[config.mk]
export PLATFORM = sky130hd
export DESIGN_NAME = pipeline_preload_ctrl_flat
export DESIGN_NICKNAME = d
export VERILOG_FILES = /design/src/rtl/pipe_ctrl_pkg.sv /design/src/rtl/pipeline_preload_ctrl_if.sv /design/src/rtl/pipe_load_buffer.sv /design/src/rtl/pipeline_preload_ctrl.sv /design/src/flat_wrapper.sv
export SDC_FILE = /design/constraint.sdc
export NUM_CORES = 1
export LEC_CHECK = 0
export BUFFER_PORTS_ARGS = -buffer_cell sky130_fd_sc_hd__buf_2
export CORE_MARGIN = 4
export CORE_UTILIZATION = 52
export CTS_BUF_LIST = sky130_fd_sc_hd__clkbuf_2 sky130_fd_sc_hd__clkbuf_4 sky130_fd_sc_hd__clkbuf_8
export DETAILED_ROUTE_END_ITERATION = 16
export HOLD_SLACK_MARGIN = 0.15
export PLACE_DENSITY = 0.87
export SETUP_SLACK_MARGIN = 0.4
export SYNTH_ARGS = -nofsm -noshare
export SYNTH_HDL_FRONTEND = slang
export SYNTH_SLANG_ARGS = --single-unit
export TNS_END_PERCENT = 5
[constraint.sdc]
create_clock -name clk -period 2.82 [get_ports clk]
set_input_delay 0.141 -clock clk [delete_from_list [all_inputs] [get_ports clk]]
set_output_delay 0.141 -clock clk [all_outputs]
set_load 0.02 [all_outputs]
[src/rtl/pipe_ctrl_pkg.sv]
// Shared definitions for the preload sequencer: FSM state encoding and counter sizing.
package pipe_ctrl_pkg;

  localparam int ST_W = 2;

  localparam logic [ST_W-1:0] ST_RUN    = 2'd0;
  localparam logic [ST_W-1:0] ST_DRAIN  = 2'd1;
  localparam logic [ST_W-1:0] ST_LOAD   = 2'd2;
  localparam logic [ST_W-1:0] ST_COMMIT = 2'd3;

  typedef enum logic [ST_W-1:0] {
    RUN    = ST_RUN,
    DRAIN  = ST_DRAIN,
    LOAD   = ST_LOAD,
    COMMIT = ST_COMMIT
  } state_e;

  function automatic int cnt_width(input int n);
    return (n > 1) ? $clog2(n) : 1;
  endfunction

endpackage

[src/rtl/pipeline_preload_ctrl_if.sv]
// Upstream-side bundle: streaming input, preload word stream, and control requests.
interface pipeline_preload_ctrl_if #(
  parameter int BIT_WIDTH = 10
);
  logic                 in_valid;
  logic [BIT_WIDTH-1:0] in_data;
  logic                 in_ready;
  logic                 load_start;
  logic                 load_valid;
  logic [BIT_WIDTH-1:0] load_data;
  logic                 load_ready;
  logic                 flush;

  modport master (
    output in_valid, in_data, load_start, load_valid, load_data, flush,
    input  in_ready, load_ready
  );

  modport slave (
    input  in_valid, in_data, load_start, load_valid, load_data, flush,
    output in_ready, load_ready
  );
endinterface

[src/rtl/pipe_load_buffer.sv]
// Word-indexed staging register for preload words; read back flat, slice k = stage k.
module pipe_load_buffer #(
  parameter int BIT_WIDTH        = 10,
  parameter int NUMBER_OF_STAGES = 5,
  parameter int ADDR_W           = 3
) (
  input  logic                                  clk,
  input  logic                                  clr_n,
  input  logic                                  we_i,
  input  logic [ADDR_W-1:0]                     waddr_i,
  input  logic [BIT_WIDTH-1:0]                  wdata_i,
  output logic [BIT_WIDTH*NUMBER_OF_STAGES-1:0] rdata_o
);

  logic [NUMBER_OF_STAGES-1:0][BIT_WIDTH-1:0] buf_q;

  always_ff @(posedge clk) begin
    if (!clr_n) begin
      buf_q <= '0;
    end else if (we_i) begin
      buf_q[waddr_i] <= wdata_i;
    end
  end

  assign rdata_o = buf_q;

endmodule

[src/rtl/pipeline_preload_ctrl.sv]
// Sequencer for a fixed-latency set-able shift pipeline: streams words in, tracks
// per-stage valids, and runs drain -> collect -> commit to preload every stage at once.
module pipeline_preload_ctrl
  import pipe_ctrl_pkg::*;
#(
  parameter int BIT_WIDTH        = 10,
  parameter int NUMBER_OF_STAGES = 5
) (
  input  logic                                  clk,
  input  logic                                  reset_n,
  pipeline_preload_ctrl_if.slave                up,
  output logic [BIT_WIDTH-1:0]                  pipe_in,
  output logic                                  set,
  output logic [BIT_WIDTH*NUMBER_OF_STAGES-1:0] set_data,
  input  logic [BIT_WIDTH-1:0]                  pipe_out,
  output logic [BIT_WIDTH-1:0]                  out_data,
  output logic                                  out_valid,
  output logic                                  busy
);

  localparam int N = NUMBER_OF_STAGES;
  localparam int CNT_W = cnt_width(N);
  localparam logic [CNT_W-1:0] CNT_LAST = CNT_W'(N - 1);

  state_e           state_q, state_d;
  logic [CNT_W-1:0] cnt_q, cnt_d;
  logic [N-1:0]     vld_q, vld_d;
  logic             in_ready, load_ready, acc, load_hs;

  always_comb begin
    in_ready   = (state_q == RUN) && !up.load_start && !up.flush;
    load_ready = (state_q == LOAD) && !up.flush;
    acc        = up.in_valid && in_ready;
    load_hs    = up.load_valid && load_ready;
    pipe_in    = acc ? up.in_data : '0;
    // Gating with reset_n keeps the pipeline from loading when reset hits the commit cycle.
    set        = (state_q == COMMIT) && !up.flush && reset_n;

    state_d = state_q;
    cnt_d   = cnt_q;
    vld_d   = (vld_q << 1) | N'(acc);

    case (state_q)
      RUN: begin
        if (up.load_start) state_d = DRAIN;
      end
      DRAIN: begin
        if (vld_q == '0) begin
          state_d = LOAD;
          cnt_d   = '0;
        end
      end
      LOAD: begin
        if (load_hs) begin
          if (cnt_q == CNT_LAST) begin
            state_d = COMMIT;
            cnt_d   = '0;
          end else begin
            cnt_d = cnt_q + CNT_W'(1);
          end
        end
      end
      COMMIT: begin
        vld_d   = '1;
        state_d = RUN;
      end
      default: state_d = RUN;
    endcase

    if (up.flush) begin
      vld_d   = '0;
      cnt_d   = '0;
      state_d = RUN;
    end
  end

  always_ff @(posedge clk) begin
    if (!reset_n) begin
      state_q <= RUN;
      cnt_q   <= '0;
      vld_q   <= '0;
    end else begin
      state_q <= state_d;
      cnt_q   <= cnt_d;
      vld_q   <= vld_d;
    end
  end

  pipe_load_buffer #(
    .BIT_WIDTH       (BIT_WIDTH),
    .NUMBER_OF_STAGES(N),
    .ADDR_W          (CNT_W)
  ) u_buf (
    .clk    (clk),
    .clr_n  (reset_n),
    .we_i   (load_hs),
    .waddr_i(cnt_q),
    .wdata_i(up.load_data),
    .rdata_o(set_data)
  );

  assign up.in_ready   = in_ready;
  assign up.load_ready = load_ready;
  assign out_data      = pipe_out;
  assign out_valid     = vld_q[N-1];
  assign busy          = (state_q != RUN);

endmodule

[src/flat_wrapper.sv]
// flat-port wrapper written by rule: the top's interface ports become plain ports
module pipeline_preload_ctrl_flat import pipe_ctrl_pkg::*;
#(
  parameter int BIT_WIDTH        = 10,
  parameter int NUMBER_OF_STAGES = 5
)
  (clk, reset_n, pipe_in, set, set_data, pipe_out, out_data, out_valid, busy, up_in_valid, up_in_data, up_load_start, up_load_valid, up_load_data, up_flush, up_in_ready, up_load_ready);
  pipeline_preload_ctrl_if #(.BIT_WIDTH(BIT_WIDTH)) up_i ();
  input  logic clk;
  input  logic reset_n;
  output logic [BIT_WIDTH-1:0] pipe_in;
  output logic set;
  output logic [BIT_WIDTH*NUMBER_OF_STAGES-1:0] set_data;
  input  logic [BIT_WIDTH-1:0] pipe_out;
  output logic [BIT_WIDTH-1:0] out_data;
  output logic out_valid;
  output logic busy;
  input wire logic [$bits(up_i.in_valid)-1:0] up_in_valid;
  input wire logic [$bits(up_i.in_data)-1:0] up_in_data;
  input wire logic [$bits(up_i.load_start)-1:0] up_load_start;
  input wire logic [$bits(up_i.load_valid)-1:0] up_load_valid;
  input wire logic [$bits(up_i.load_data)-1:0] up_load_data;
  input wire logic [$bits(up_i.flush)-1:0] up_flush;
  output wire logic [$bits(up_i.in_ready)-1:0] up_in_ready;
  output wire logic [$bits(up_i.load_ready)-1:0] up_load_ready;
  assign up_i.in_valid = up_in_valid;
  assign up_i.in_data = up_in_data;
  assign up_i.load_start = up_load_start;
  assign up_i.load_valid = up_load_valid;
  assign up_i.load_data = up_load_data;
  assign up_i.flush = up_flush;
  assign up_in_ready = up_i.in_ready;
  assign up_load_ready = up_i.load_ready;
  pipeline_preload_ctrl #(.BIT_WIDTH(BIT_WIDTH), .NUMBER_OF_STAGES(NUMBER_OF_STAGES)) u_core (.clk(clk), .reset_n(reset_n), .up(up_i), .pipe_in(pipe_in), .set(set), .set_data(set_data), .pipe_out(pipe_out), .out_data(out_data), .out_valid(out_valid), .busy(busy));
endmodule
==> PnR_summary.wiki, run 1 <==
{| class="wikitable"
! Metric !! Value
|-
| Classification of the worst-slack hold path || in -> reg
|-
| Share of layout cells above drive strength 1 || a little under a third
|-
| Pleak || ~1.6 nW
|-
| Maximum level of the CTS H-tree || 3
|-
| Cell at the root of the clock tree || clkbuf_8
|-
| Largest net degree at the start of global routing || 62
|-
| Clk sinks || 60
|-
| Startpoint of the worst register-to-register path || u_core.state_q[0]$_SDFFE_PP0P_
|-
| Area used by sequential logic in the layout || ~1200 um2
|-
| Setup slack, reg-to-reg || 630 ps
|-
| CP Capture Type || flop
|-
| Netlist cell types || 36
|-
| Number of core rows || 25
|-
| Chip width || about 80 um
|-
| Number of hold violations in the final report || 0
|-
| Endpoint required time on the critical path || a little over 3000 ps
|-
| Post-Synthesis Cell Area || approximately 2500 um2
|-
| Routed length on met2 || ~3.1 mm
|-
| Filler cell count || ~370
|-
| Reported max-cap violation count || 0
|-
| DP Area || about 2900 um2
|-
| Number of clock buffers inserted by TritonCTS || 9
|-
| Status || completed
|-
| RSZ-0062 raised after global routing || false
|-
| Post-route minimum period || between 2000 and 2500 ps
|-
| Main combinational cell family by area after synthesis || simple AND/OR/NAND/NOR gates
|-
| Avg Cell Area, Syn || around 9.3 um2
|-
| Number of register bits inferred by synthesis || 60
|-
| Worst Hold Launch || up_flush
|-
| Average detailed-routed wire length per instance || approximately 15 um
|-
| PortBufs || 90
|-
| Compound-Gate Fraction of Synth Area || a little under an eighth
|-
| Effective utilization at floorplan || 53.7%
|-
| Maximum fanout along the worst path || 14
|-
| Clock edge transition at the registers on the reported setup and hold paths || 80 ps
|-
| First-pass GRT wire length || 10.3 mm
|-
| GP Congestion || roughly 0.86
|-
| Crit Path Category || reg -> reg
|-
| Sum of routed wire length over all layers || between 6 and 7 mm
|-
| Post-route core utilization || between 60% and 70%
|-
| Nets || ~400
|-
| I/O pin total || between 100 and 150
|-
| Area grow syn2layout || 27.2%
|-
| Worst slew slack as a fraction of its limit || between 50% and 60%
|-
| Gate Count Post-Synth || roughly 270
|-
| Starting DRT DRC Count || 148
|-
| Via count of the first global-routing pass || approximately 2200
|-
| Antenna violations before repair || 0
|-
| Residual DRC || 0
|-
| Overall Global Routing Usage || approximately 21%
|-
| Number of resized instances in the post-cts repair step || 0
|-
| Xor/xnor cell area share of the yosys netlist || 0%
|-
| Depth of the most critical reg-to-reg path || 6
|-
| Area share of fa/ha/maj cells after synthesis || roughly 3.0%
|-
| Slew at the pin closest to its max-slew limit || just over 700 ps
|-
| Worst ir drop on vdd || 494 uV
|-
| Vias post-DR || between 2000 and 2500
|-
| Fraction of synthesized area in multiplexers || 7.90%
|-
| Data arrival time at the worst-slack endpoint || around 2400 ps
|-
| # diodes || 0
|-
| Latest clock arrival within the worst-skew pair || around 340 ps
|-
| Core outline area || 4720 um2
|-
| Detailed-placement wirelength estimate || about 4.4 mm
|-
| End of the worst register-to-register path || u_core.u_buf.rdata_o[25]$_SDFFE_PN0P_
|-
| Cell taking the most area after synthesis || dfxtp_1
|-
| Max Root-Sink Buffers || 2
|-
| Multi-input logic area || 1150 um2
|-
| Largest cells by area after synthesis || dfxtp_1 47%, mux2i_1 7.9%, nand3_1 6.9%
|-
| Post-synthesis simple-gate area fraction || 22.8%
|-
| Total gr overflow || 0
|-
| Fmax || 0.457 GHz
|-
| Post-Route Setup TNS || 0 ps
|-
| Area fraction of the dominant cell type after synthesis || 47.4%
|-
| Source of the critical timing path || u_core.state_q[0]$_SDFFE_PP0P_
|-
| Die Height || between 70 and 80 um
|-
| Share of the yosys chip area belonging to registers || between 40% and 50%
|-
| Setup bufs post-CTS || 0
|-
| Area of the die || 6060 um2
|-
| P per Cell Area || approximately 540 nW/um2
|-
| Hold path endpoint || u_core.cnt_q[0]$_SDFFE_PP0P_
|-
| Net count after synthesis || between 300 and 400
|-
| Detailed-routed wire length on met3 || roughly 440 um
|-
| Final cell area excluding filler cells || about 3200 um2
|-
| Pins Over Slew Limit || 0
|-
| Final clock period utilization by the worst path || 77.6%
|-
| Cell depth of the worst min-delay path || 3
|-
| Highest metal used || met4
|-
| Routed Antenna Nets || 0
|-
| Setup skew after layout || just over 10 ps
|-
| Avg Vias per Cell || approximately 5.2
|-
| Number of detailed-route iterations in the first pass || 4
|-
| Count of final setup violators || 0
|-
| Metal-1 WL || 2.55 mm
|-
| Clock tree from TritonCTS || built
|-
| Warnings from Yosys || 0
|-
| Startpoint class of the critical path || flop
|}
cells in the final DEF (no fill, tap or decap), types with 2 or more instances in the layout:
cell / count
buf_2: 90
nand3_1: 35
mux2i_1: 20
nand2_1: 22
a21boi_1: 10
and2_1: 3
inv_1: 6
dlygate4sd3_1: 10
clkinvlp_4: 3
o21ai_1: 10
nor2b_1: 23
nor2_1: 10
buf_4: 2
clkbuf_8: 9
ha_1: 6
dfxtp_1: 60
o21ai_0: 13
and3_1: 10
critical path, cell delays in order, from the launching register on:
cell and delay, ps:
dfxtp_1 340, inv_1 100, ha_1 230, and4bb_2 450, nand3_1 520, mux2i_1 360, nor2b_1 80
area by class of cell:
type                       instances  area share [%]
clock inverter                     7            2.33
inverter                           6           0.698
timing repair buffer             102            17.5
sequential                        60            37.2
tap                               67            2.60
multi-input combinational        180            35.8
clock buffer                       9            3.84
flip-flops by register name (all words and copies together), names as in the netlist:
register              cells
u_core.u_buf.rdata_o     50
u_core.vld_q              5
u_core.cnt_q              3
u_core.state_q            2
layer usage:
layer / track usage (%) / vias to the layer above
met5: 0 / -
met4: 11.4 / 0
met3: 6.50 / 18
met2: 34.4 / 82
met1: 25.7 / 1040
li1: - / 1104
kinds of logic (layout without fill, tap and decap cells):
group | after synthesis | in the layout
AND/OR/NAND/NOR | 110 | 110
buffers and inverters | 33 | 124
AO/OA/AOI/OAI | 44 | 44
flip-flops | 60 | 60
multiplexers | 20 | 20
adder cells (fa/ha/maj) | 6 | 6
metrics by stage:
| stage | power [mW] | hold slack [ps] | setup WS (ps) | instances |
|---|---|---|---|---|
| after floorplan | 0.951 | 287 | 1170 | 273 |
| after global placement | 0.969 | 282 | 796 | 405 |
| after detailed placement | 0.970 | 282 | 659 | 405 |
| after CTS | 1.73 | 204 | 648 | 431 |
| after global routing | 1.79 | 233 | 454 | 431 |
| final | 1.73 | 211 | 631 | 431 |
where the power goes:
part	switching (mW)	internal [mW]	total, mW
registers	0.00254	0.850	0.852
logic	0.0631	0.0478	0.111
clock network	0.355	0.410	0.764
worst max path at each step:
stage / to / slack [ps]
6_report: u_core.u_buf.rdata_o[25]$_SDFFE_PN0P_ / 630
5_1_grt: u_core.u_buf.rdata_o[14]$_SDFFE_PN0P_ / 450
4_1_cts: u_core.u_buf.rdata_o[25]$_SDFFE_PN0P_ / 650
3_5_place_dp: u_core.u_buf.rdata_o[25]$_SDFFE_PN0P_ / 660
3_3_place_gp: u_core.u_buf.rdata_o[11]$_SDFFE_PN0P_ / 800
2_1_floorplan: u_core.u_buf.rdata_o[40]$_SDFFE_PN0P_ / 1170
Yosys cell counts:
library cell  number
nor3_1             1
clkbuf_8           1
a21oi_1            1
or3_1              1
a41o_1             1
o211ai_1           1
o21ai_0           13
mux2i_1           20
nand4b_1           1
buf_4             11
inv_1              6
buf_2              4
dfxtp_1           60
o2111ai_2          1
o211a_1            1
o21ai_1           10
a21boi_1          10
buf_1              1
a21bo_2            1
ha_1               6
and2_1             3
and4bb_2           1
nand2b_1           1
a21o_1             1
o31ai_4            1
a211oi_1           1
or2b_4             1
clkbuf_1          10
a21oi_2            1
nand3_1           35
and3_1            10
nand2_1           22
a311oi_1           1
nand4_1            1
nor2b_1           23
nor2_1            10
repair_timing:
action                                  CTS  global route
hold buffers                             10             0
hold endpoints to repair                 39             0
endpoints found under the setup margin    0             0
No activity file was read; power rests on OpenSTA's default activity.
==> run 2: changes to the inputs <==
Settings changed: CORE_UTILIZATION 52 to 44, PLACE_DENSITY 0.87 to 0.78.
Clock period 2.82 ns to 1.9 ns, I/O delays scaled along.
==> PnR_summary.wiki, run 2 (synthesis results as in run 1) <==
{| class="wikitable"
! Metric !! Value
|-
| Status || completed
|-
| Number of clock buffers inserted by TritonCTS || 9
|-
| Area grow syn2layout || 36.4%
|-
| Highest metal used || met4
|-
| Most common library cell in the layout ignoring fill and taps || buf_2
|-
| Crit path setup slack, layout || approximately 360 ps
|-
| Number of detailed-route iterations in the first pass || 4
|-
| Maximum level of the CTS H-tree || 3
|-
| Clock edge transition at the registers on the reported setup and hold paths || 60 ps
|-
| Via count of the first global-routing pass || around 2200
|-
| RSZ-0062 raised after global routing || true
|-
| Final Hold Slack || approximately 190 ps
|-
| Largest register FFs || 50
|-
| Max Root-Sink Buffers || 2
|-
| Crit Path Category || reg -> out
|-
| Clk sinks || 60
|-
| GP Congestion || between 0.7 and 0.8
|-
| Post-route minimum period || 1540 ps
|-
| Fmax || between 0.6 and 0.7 GHz
|-
| Area of the die || about 7000 um2
|-
| Overall Global Routing Usage || roughly a fifth
|-
| Final clock period utilization by the worst path || just over 80%
|-
| Routed Antenna Nets || 0
|-
| Starting DRT DRC Count || ~150
|-
| Reported max-cap violation count || 0
|-
| Pins Over Slew Limit || 0
|-
| Pleak || 1.66 nW
|-
| Number of hold violations in the final report || 0
|-
| Clock tree from TritonCTS || built
|-
| Chip width || approximately 84 um
|-
| Share of layout cells above drive strength 1 || roughly two fifths
|-
| # diodes || 0
|-
| Average detailed-routed wire length per instance || 15.3 um
|-
| Most frequent cells in the layout || 83 x buf_2, 56 x dfxtp_1, 34 x nand3_1
|-
| Endpoint required time on the critical path || roughly 1800 ps
|-
| Data arrival time at the worst-slack endpoint || 1440 ps
|-
| Cell at the root of the clock tree || clkbuf_8
|-
| Detailed-placement wirelength estimate || between 4 and 5 mm
|-
| P per Cell Area || roughly 720 nW/um2
|-
| First-pass GRT wire length || 10.8 mm
|-
| Die Height || approximately 84 um
|-
| Crit-path max cell delay || around 360 ps
|-
| Worst path slowest cell || dfxtp_4
|-
| Total gr overflow || 0
|-
| Avg Vias per Cell || between 5 and 6
|-
| Pre-CTS setup slack || approximately 150 ps
|-
| Metal-1 WL || approximately 3.0 mm
|-
| Setup skew after layout || approximately 13 ps
|-
| Nets || approximately 410
|-
| Cell count after placement || 414
|-
| Antenna violations before repair || 0
|-
| Power after layout || between 2 and 2.5 mW
|-
| PortBufs || 90
|-
| Final cell area excluding filler cells || 3460 um2
|-
| Effective utilization at floorplan || 45.8%
|-
| Core outline area || 5540 um2
|-
| Crit path cell chain || inv_4, ha_4, nand2b_4, nor2_4, and3_4, buf_6
|-
| Sum of routed wire length over all layers || a little under 7 mm
|-
| Latest clock arrival within the worst-skew pair || 330 ps
|-
| Post-Route Setup TNS || 0 ps
|-
| Post-route core utilization || about 62%
|-
| Routed length on met2 || between 3 and 4 mm
|-
| Maximum fanout along the worst path || 6
|-
| Detailed-routed wire length on met3 || just over 400 um
|-
| CP Capture Type || output pin
|-
| Worst slew slack as a fraction of its limit || roughly 66%
|-
| Classification of the worst-slack hold path || in -> out
|-
| I/O pin total || 111
|-
| Slew at the pin closest to its max-slew limit || between 500 and 600 ps
|-
| Startpoint class of the critical path || flop
|-
| Largest net degree at the start of global routing || 62
|-
| Residual DRC || 0
|-
| Filler cell count || 452
|-
| Number of non-filler instances in the completed layout || 449
|-
| Worst ir drop on vdd || 407 uV
|-
| Count of final setup violators || 0
|-
| DP Area || 2970 um2
|-
| Number of core rows || 27
|-
| Vias post-DR || about 2300
|}
[run 2: path summary, 6_finish.rpt]
kind	cells past startpoint	slack, ps	endpoint	startpoint
setup / recovery	6	360	pipe_in[7]	u_core.state_q[1]$_SDFFE_PP0P_
hold reg to reg	2	450	u_core.u_buf.rdata_o[10]$_SDFFE_PN0P_	u_core.u_buf.rdata_o[10]$_SDFFE_PN0P_
setup reg to reg	6	400	u_core.cnt_q[0]$_SDFFE_PP0P_	u_core.state_q[1]$_SDFFE_PP0P_
hold / removal	0	190	out_data[6]	pipe_out[6]
[run 2: report_power, final]
group,internal [mW],switching [mW]
clock,0.525,0.508
combinational,0.0899,0.108
sequential,1.26,0.00515
[run 2: cell type report]
| type | instances | area [um2] | area share, % |
|---|---|---|---|
| inverter | 6 | 27.5 | 0.796 |
| clock inverter | 5 | 36.3 | 1.05 |
| clock buffer | 11 | 145 | 4.20 |
| sequential | 60 | 1220 | 35.2 |
| tap | 72 | 90.1 | 2.61 |
| multi-input combinational | 181 | 1250 | 36.0 |
| timing repair buffer | 114 | 696 | 20.1 |
[run 2: critical path: cells and delay by family (launching register included)]
family | cells | cell delay [ps]
simple gates | 3 | 430
flops | 1 | 360
buf+inv | 2 | 180
fa+ha+maj | 1 | 150
[run 2: repair_timing]
item,CTS,global route
setup buffers,4,3
cloned,1,1
pin swaps,3,6
endpoints found under the setup margin,65,65
hold buffers,10,0
resized for setup,28,17
hold endpoints to repair,50,0
[run 2: per-layer routing]
metal | GRT usage, % | vias up
met5 | 0 | -
met4 | 9.65 | 0
met3 | 5.03 | 16
met2 | 29.9 | 74
met1 | 23.6 | 1068
li1 | - | 1130
